==> src/rtl/router_node_port.sv <==
// Router-side endpoint of the byte-serial node link: reassembles 4-byte
// node packets into an ingress FIFO and serialises crossbar packets to the node.
//
// Ports:
//   clock, reset_n           clock, async active-low reset
//   free_outbound            port can take a new node packet next cycle
//   put_outbound             node strobe, byte0 present on payload_outbound
//   payload_outbound[7:0]    byte from node
//   free_inbound             node can accept a new packet
//   put_inbound              strobe to node, byte0 present (registered)
//   payload_inbound[7:0]     byte to node (registered)
//   in_pkt[31:0]             ingress FIFO head word (0 when empty)
//   in_pkt_valid             ingress FIFO non-empty
//   in_pkt_ready             crossbar pops in_pkt this cycle
//   out_pkt[31:0]            packet from crossbar
//   out_pkt_valid            out_pkt valid
//   out_pkt_ready            port accepts out_pkt this cycle
//   proto_err                sticky link protocol error (only with
//                            ROUTER_PORT_PROTO_CHK_EN defined)
//
// Optional feature macro: ROUTER_PORT_PROTO_CHK_EN
module router_node_port #(
  parameter int NODEID = 0,
  parameter int DEPTH  = 2
) (
  input  logic        clock,
  input  logic        reset_n,
  output logic        free_outbound,
  input  logic        put_outbound,
  input  logic [7:0]  payload_outbound,
  input  logic        free_inbound,
  output logic        put_inbound,
  output logic [7:0]  payload_inbound,
  output logic [31:0] in_pkt,
  output logic        in_pkt_valid,
  input  logic        in_pkt_ready,
  input  logic [31:0] out_pkt,
  input  logic        out_pkt_valid,
  output logic        out_pkt_ready
`ifdef ROUTER_PORT_PROTO_CHK_EN
  ,
  output logic        proto_err
`endif
);

  localparam int PW = (DEPTH > 1) ? $clog2(DEPTH) : 1;
  localparam int CW = $clog2(DEPTH + 1);

  typedef enum logic [1:0] {
    R_IDLE,
    R_B1,
    R_B2,
    R_B3
  } rx_state_t;

  typedef enum logic [2:0] {
    T_IDLE,
    T_B0,
    T_B1,
    T_B2,
    T_B3
  } tx_state_t;

  // ---------------- RX path ----------------

  rx_state_t   rx_state;
  logic [23:0] rx_acc;
  logic        rx_busy;
  logic        rx_start;

  logic [31:0]   mem [DEPTH];
  logic [PW-1:0] wr_ptr;
  logic [PW-1:0] rd_ptr;
  logic [CW-1:0] count;
  logic [CW:0]   occ;
  logic          push;
  logic          pop;

  assign rx_busy = (rx_state != R_IDLE);

  // The packet in flight reserves a slot; pops are credited next cycle.
  assign occ = {1'b0, count} + {{CW{1'b0}}, rx_busy};
  assign free_outbound = (occ < (CW + 1)'(DEPTH));

  assign rx_start = put_outbound && free_outbound && !rx_busy;
  assign push     = (rx_state == R_B3);
  assign pop      = in_pkt_valid && in_pkt_ready;

  function automatic logic [PW-1:0] ptr_inc(input logic [PW-1:0] p);
    if (p == PW'(DEPTH - 1)) begin
      return '0;
    end
    return p + 1'b1;
  endfunction

  always_ff @(posedge clock or negedge reset_n) begin
    if (!reset_n) begin
      rx_state <= R_IDLE;
      rx_acc   <= '0;
    end else begin
      unique case (rx_state)
        R_IDLE: begin
          if (rx_start) begin
            rx_acc[23:16] <= payload_outbound;
            rx_state      <= R_B1;
          end
        end
        R_B1: begin
          rx_acc[15:8] <= payload_outbound;
          rx_state     <= R_B2;
        end
        R_B2: begin
          rx_acc[7:0] <= payload_outbound;
          rx_state    <= R_B3;
        end
        R_B3: begin
          rx_state <= R_IDLE;
        end
        default: rx_state <= R_IDLE;
      endcase
    end
  end

  // Storage is not reset: count gates visibility of every word.
  always_ff @(posedge clock) begin
    if (push) begin
      mem[wr_ptr] <= {rx_acc, payload_outbound};
    end
  end

  always_ff @(posedge clock or negedge reset_n) begin
    if (!reset_n) begin
      wr_ptr <= '0;
      rd_ptr <= '0;
      count  <= '0;
    end else begin
      if (push) begin
        wr_ptr <= ptr_inc(wr_ptr);
      end
      if (pop) begin
        rd_ptr <= ptr_inc(rd_ptr);
      end
      unique case ({push, pop})
        2'b10:   count <= count + 1'b1;
        2'b01:   count <= count - 1'b1;
        default: count <= count;
      endcase
    end
  end

  assign in_pkt_valid = (count != '0);
  assign in_pkt       = in_pkt_valid ? mem[rd_ptr] : 32'h0;

`ifdef ROUTER_PORT_PROTO_CHK_EN
  always_ff @(posedge clock or negedge reset_n) begin
    if (!reset_n) begin
      proto_err <= 1'b0;
    end else if (put_outbound && (rx_busy || !free_outbound)) begin
      proto_err <= 1'b1;
    end
  end
`endif

  // ---------------- TX path ----------------

  tx_state_t   tx_state;
  logic [23:0] tx_data;

  assign out_pkt_ready = (tx_state == T_IDLE) && free_inbound;

  always_ff @(posedge clock or negedge reset_n) begin
    if (!reset_n) begin
      tx_state        <= T_IDLE;
      tx_data         <= '0;
      put_inbound     <= 1'b0;
      payload_inbound <= '0;
    end else begin
      unique case (tx_state)
        T_IDLE: begin
          put_inbound     <= 1'b0;
          payload_inbound <= '0;
          if (out_pkt_valid && out_pkt_ready) begin
            tx_data         <= out_pkt[23:0];
            put_inbound     <= 1'b1;
            payload_inbound <= out_pkt[31:24];
            tx_state        <= T_B0;
          end
        end
        T_B0: begin
          put_inbound     <= 1'b0;
          payload_inbound <= tx_data[23:16];
          tx_state        <= T_B1;
        end
        T_B1: begin
          payload_inbound <= tx_data[15:8];
          tx_state        <= T_B2;
        end
        T_B2: begin
          payload_inbound <= tx_data[7:0];
          tx_state        <= T_B3;
        end
        T_B3: begin
          payload_inbound <= '0;
          tx_state        <= T_IDLE;
        end
        default: begin
          put_inbound     <= 1'b0;
          payload_inbound <= '0;
          tx_state        <= T_IDLE;
        end
      endcase
    end
  end

  // ---------------- checks ----------------

  a_no_overflow: assert property (
    @(posedge clock) disable iff (!reset_n)
    !(push && !pop && (count == CW'(DEPTH)))
  ) else $error("router_node_port node %0d: ingress overflow", NODEID);

  a_tx_hold_ready: assert property (
    @(posedge clock) disable iff (!reset_n)
    (tx_state != T_IDLE) |-> !out_pkt_ready
  ) else $error("router_node_port node %0d: ready while busy", NODEID);

endmodule

==> config.mk <==
export PLATFORM = sky130hd
export DESIGN_NAME = router_node_port
export DESIGN_NICKNAME = d
export VERILOG_FILES = /design/src/rtl/router_node_port.sv
export SDC_FILE = /design/constraint.sdc
export NUM_CORES = 1
export LEC_CHECK = 0
export CORE_MARGIN = 5
export CORE_UTILIZATION = 51
export DETAILED_ROUTE_END_ITERATION = 6
export GPL_ROUTABILITY_DRIVEN = 0
export PLACE_DENSITY_LB_ADDON = 0.12
export SYNTH_ARGS = -nofsm -noshare
export SYNTH_HDL_FRONTEND = slang
export SYNTH_SLANG_ARGS = --single-unit
export TNS_END_PERCENT = 1
==> constraint.sdc <==
create_clock -name clock -period 5.98 [get_ports clock]
set_clock_uncertainty 0.1 [all_clocks]
set_input_delay 0.897 -clock clock [delete_from_list [all_inputs] [get_ports clock]]
set_output_delay 0.897 -clock clock [all_outputs]
set_load 0.02 [all_outputs]
# After elaboration in Yosys (flattened, before gate mapping)
# Memories as Yosys holds them, arrays and structs flattened.
# Index checks and enable logic that the tools add are counted.
# classes
addsub	5
magnitude_cmp	1
eq_ne	11
n_mux	20
n_reduce_logical	14
# op_table
operator	n
32-bit two-way mux	1
8-bit one-hot mux with 4 select lines	1
3-bit one-hot mux with 4 select lines	1
1-bit two-way mux	11
8-bit two-way mux	1
2-bit one-hot mux with 4 select lines	1
2-bit == test, second input constant	3
3-bit by 2-bit == test with 1-bit output, second input constant	2
2-bit nonzero test	3
1-bit logical AND	5
2-bit by 1-bit == test with 1-bit output, second input constant	2
2-bit one-hot mux with 2 select lines	1
2-bit AND reduction	2
2-bit by 1-bit adder with 3-bit output	1
3-bit by 1-bit == test with 1-bit output, second input constant	1
3-bit == test, second input constant	1
3-bit logical NOT	1
3-bit by 2-bit less-than comparator with 1-bit output, second input constant	1
3-bit two-way mux	1
3-bit OR reduction	1
1-bit adder, second input constant	2
2-bit by 1-bit adder with 2-bit output, second input constant	1
2-bit logical NOT	1
2-bit two-way mux	1
other kinds (5)	5
# word_totals
reg_bits	66
ram_bits	64
inputBits	46
output_inout_bits	44
elab_cells	63
mem_count	1
# memory_table
name	words	word_bits	read_ports	rd_ports_with_merged_regs	write_ports	line	source
mem	2	32	1	0	1	71	logic [31:0] mem [DEPTH];

# Logic depth before layout (Yosys ltp)
# depth
depth_word	7
ltp_mapped	7
depth_no_buf	7

# Least setup slack after synthesis
# No wires, ideal clock.
# synth_path
path_type	reg2reg
startpoint	reg rx_state[0]
endpoint	mem mem[0][0], enable pin
setup_time_ps	421
arrival_time_ps	1991
required_ps	5459
slack_ps	3468
stages_incl_launch_ff	4
n_path_buf	0
period_less_slack_ps	2512
path_cell_list	dfrtp_1 ha_1 inv_1 nor2_1
# synth_between
elab_chain_len	3
# synth_rtl
element	line	source
from (decl)	66	rx_state_t rx_state;
from (signal assigned)	98	rx_state <= R_IDLE;
from (signal assigned)	105	rx_state <= R_B1;
from (signal assigned)	110	rx_state <= R_B2;
2-bit == test	86	assign push = (rx_state == R_B3);
1-bit two-way mux	126	if (push) begin
1-bit two-way mux (not written as such)	127	mem[wr_ptr] <= {rx_acc, payload_outbound};
to (decl)	71	
# Every way passes these cells.

# Worst setup path in the final report
# layout_path
startpoint	reg rd_ptr
endpoint	out in_pkt[17]
# layout_between
elab_chain_len	2
# layout_rtl
element	line	source
from (decl)	73	logic [PW-1:0] rd_ptr;
from (signal assigned)	141	rd_ptr <= ptr_inc(rd_ptr);
memory read 2 x 32 bit	-	
32-bit two-way mux	152	assign in_pkt = in_pkt_valid ? mem[rd_ptr] : 32'h0;
to (decl)	34	output logic [31:0] in_pkt,
# Every way passes these cells.

==> results.md <==
- Starting Density: 0.5264
- Clock sinks: 130
- Sequential cell area: ~3600 um2
- DRT iter0 DRCs: 92
- Die width: ~110 um
- Sequential area share after synthesis: 0.6914
- Max_slew headroom: 0.3327
- Layout area overhead: 29.48%
- Pins over their slew limit: 0
- Top post-synthesis cells by count: dfrtp_1, edfxtp_1, mux2i_1
- Crit path required time: 4.98 ns
- Overflow after GRT: 0
- Total CTS buffers: 17
- Mapped Nets: 383
- Routed WL: 9442 um
- # diodes: 0
- Synth Flop Type: dfrtp_1
- Syn avg cell area: about 16 um2
- #FFs+latches synth: 130
- DP HPWL: 6038 um
- Worst setup SP type: flip-flop
- Worst path cell trace: mux2i_1 > nor2_1 > clkdlybuf4s50_1
- CTS hold repair buffers: 0
- GRT Total Usage: 0.1669
- Pin count of the biggest net entering global routing: 67
- Die height: 110.7 um
- CP max FO: 33
- Top cell type's share of synthesized area: 0.3718
- Synth area leader: edfxtp_1
- I/O Buffers: 89
- Rows: 36
- 1st-pass router iterations: 4
- Initial antenna violation count: 0
- Yosys warns: 0
- CP max stage delay: slightly above 1 ns
- VDD IR max: a little under 0.0003 V
- Setup TNS: 0 ns
- Postcts setup bufs: 0
- Final core occ: 0.6816
- Fill count: 737
- H-tree lvl count: 4
- Worst Path Class, Setup: reg2out
- Via Count: between 2000 and 3000
- Maximum capacitance violations: 0
- P per Cell Area: 577.7 nW/um2
- Design Power: 3.866 mW
- Clock slew at reported path FFs: ~0.050 ns
- Setup crit end kind: output port
- Vias in the first global route: approximately 3200
- CTS resizes: 0
- Share of cells above drive strength 1: 0.1318
- Fraction of registers with async set/reset: 0.5077
- Worst slew pin tran: about 1.0 ns
- Clk buf depth: 2
- CP max-delay cell: dfrtp_2
- FMAX: approximately 280 MHz
- Final #Nets: 478
- # IOs: 90
- Crit path time final: approximately 3.5 ns
- # setup viols final: 0
- Vias/cell: 5.108
- EDFF count, synth: 64
- Count of final hold-check violations: 0
- Cells after synthesis: 332
- Cell with the most instances after synthesis: dfrtp_1
- Leakage: 2.707 nW
- Final Cycle Share: 0.5889
- Finished Cell Area: 6693 um2
- CTS root buf: clkbuf_8
- Multi-input combinational cell area: around 1500 um2
- Routed len/inst: 16.48 um
- RSZ-0062 raised after global routing: no
- Synth area leaders: edfxtp_1, dfrtp_1, mux2i_1
- Core Box Area: approximately 9800 um2
- Distinct cell type count after synthesis: 25
- Placed cell area: 6166 um2
- Status: finished, final reports clean
- Mapped cell area: 5169 um2
- Drc violations: 0
- Worst skew pair latency: about 0.5 ns
- First-pass GRT wire length: 16160 um
- Worst Hold Class: reg2reg
- Die ar.: 12250 um2
- CTS tree: yes
- Crit path arrival time: 2.52 ns
- Antenna Nets Post-Route: 0
## worst paths after layout
path | start | to | slack (ns) | cells after the start
setup reg to reg | tx_state[0] | tx_data[0] | 3.68 | 4
min in group asynchronous | reset_n | tx_data[10] | 0.48 | 2
setup / recovery | rd_ptr | in_pkt[17] | 2.46 | 3
hold reg to reg | rx_acc[10] | mem[1][18] | 0.36 | 0
max in group asynchronous | reset_n | rd_ptr | 4.71 | 2
hold / removal | rx_acc[10] | mem[1][18] | 0.36 | 0
## worst max-delay path, delay by kind of cell, from the launching register on
family / cells / cell delay [ns]
buffers and inverters: 1 / 0.62
multiplexers: 1 / 0.19
flip-flops: 1 / 1.02
AND/OR/NAND/NOR: 1 / 0.16
## power breakdown
part	switching [mW]	internal (mW)	total [mW]
Combinational	0.645	0.699	1.34
Sequential	0.267	1.34	1.61
Clock	0.328	0.585	0.913
## per-layer routing
metal | share of wire | global-route usage | vias to the layer above | wire [um]
met5 | 0 | 0 | - | 0
met4 | 0.014 | 0.06650 | 0 | 136
met3 | 0.060 | 0.06059 | 13 | 562
met2 | 0.51 | 0.2836 | 80 | 4808
met1 | 0.42 | 0.1921 | 1448 | 3935
li1 | - | - | 1386 | -
## sequential cells by signal, summed over array words and instances, names as in the netlist
name / count
rx_state: 2
mem: 64
rd_ptr: 1
wr_ptr: 1
rx_acc: 24
payload_inbound: 8
tx_state: 3
count: 2
tx_data: 24
put_inbound: 1
## logic make-up (layout without fill, tap and decap cells)
kind of cell | after synthesis | after routing | synth area share
AND/OR/NAND/NOR | 50 | 50 | 0.04430
multiplexers | 88 | 88 | 0.1820
adder cells (fa/ha/maj) | 5 | 5 | 0.01210
flip-flops | 130 | 130 | 0.6914
AO/OA/AOI/OAI | 30 | 30 | 0.03728
XOR/XNOR | 6 | 6 | 0.01017
buffers and inverters | 23 | 131 | 0.02276
## final cells by class
type / count / share of cell area
Timing Repair Buffer: 94 / 0.1380
Multi-Input combinational cell: 179 / 0.2215
Tap cell: 133 / 0.02486
Clock buffer: 24 / 0.06581
Sequential cell: 130 / 0.5341
Clock inverter: 8 / 0.01290
Inverter: 5 / 0.002804
## stage by stage
stage | instances | worst slack, ns | hold WS [ns]
after global routing | 573 | 2.321 | 0.3803
after CTS | 573 | 2.415 | 0.3659
after floorplan | 332 | 3.468 | 0.3366
after detailed placement | 541 | 2.733 | 0.3532
after global placement | 541 | 2.766 | 0.3434
final | 573 | 2.458 | 0.3632
## cell usage in the layout, fill, tap and decap left out, drive strengths merged
cell type,count
a21o,8
bufinv,2
o21ai,3
o31ai,1
nand2,3
xnor2,3
inv,5
and2,4
mux2,48
ha,5
dfrtp,66
clkinv,6
buf,6
clkbuf,24
xor2,3
a211oi,8
nor3b,1
a21oi,10
nor4b,1
mux2i,40
nand2b,1
clkdlybuf4s50,88
nor2b,2
nor2,38
edfxtp,64
No activity file was read; power rests on OpenSTA's default activity.
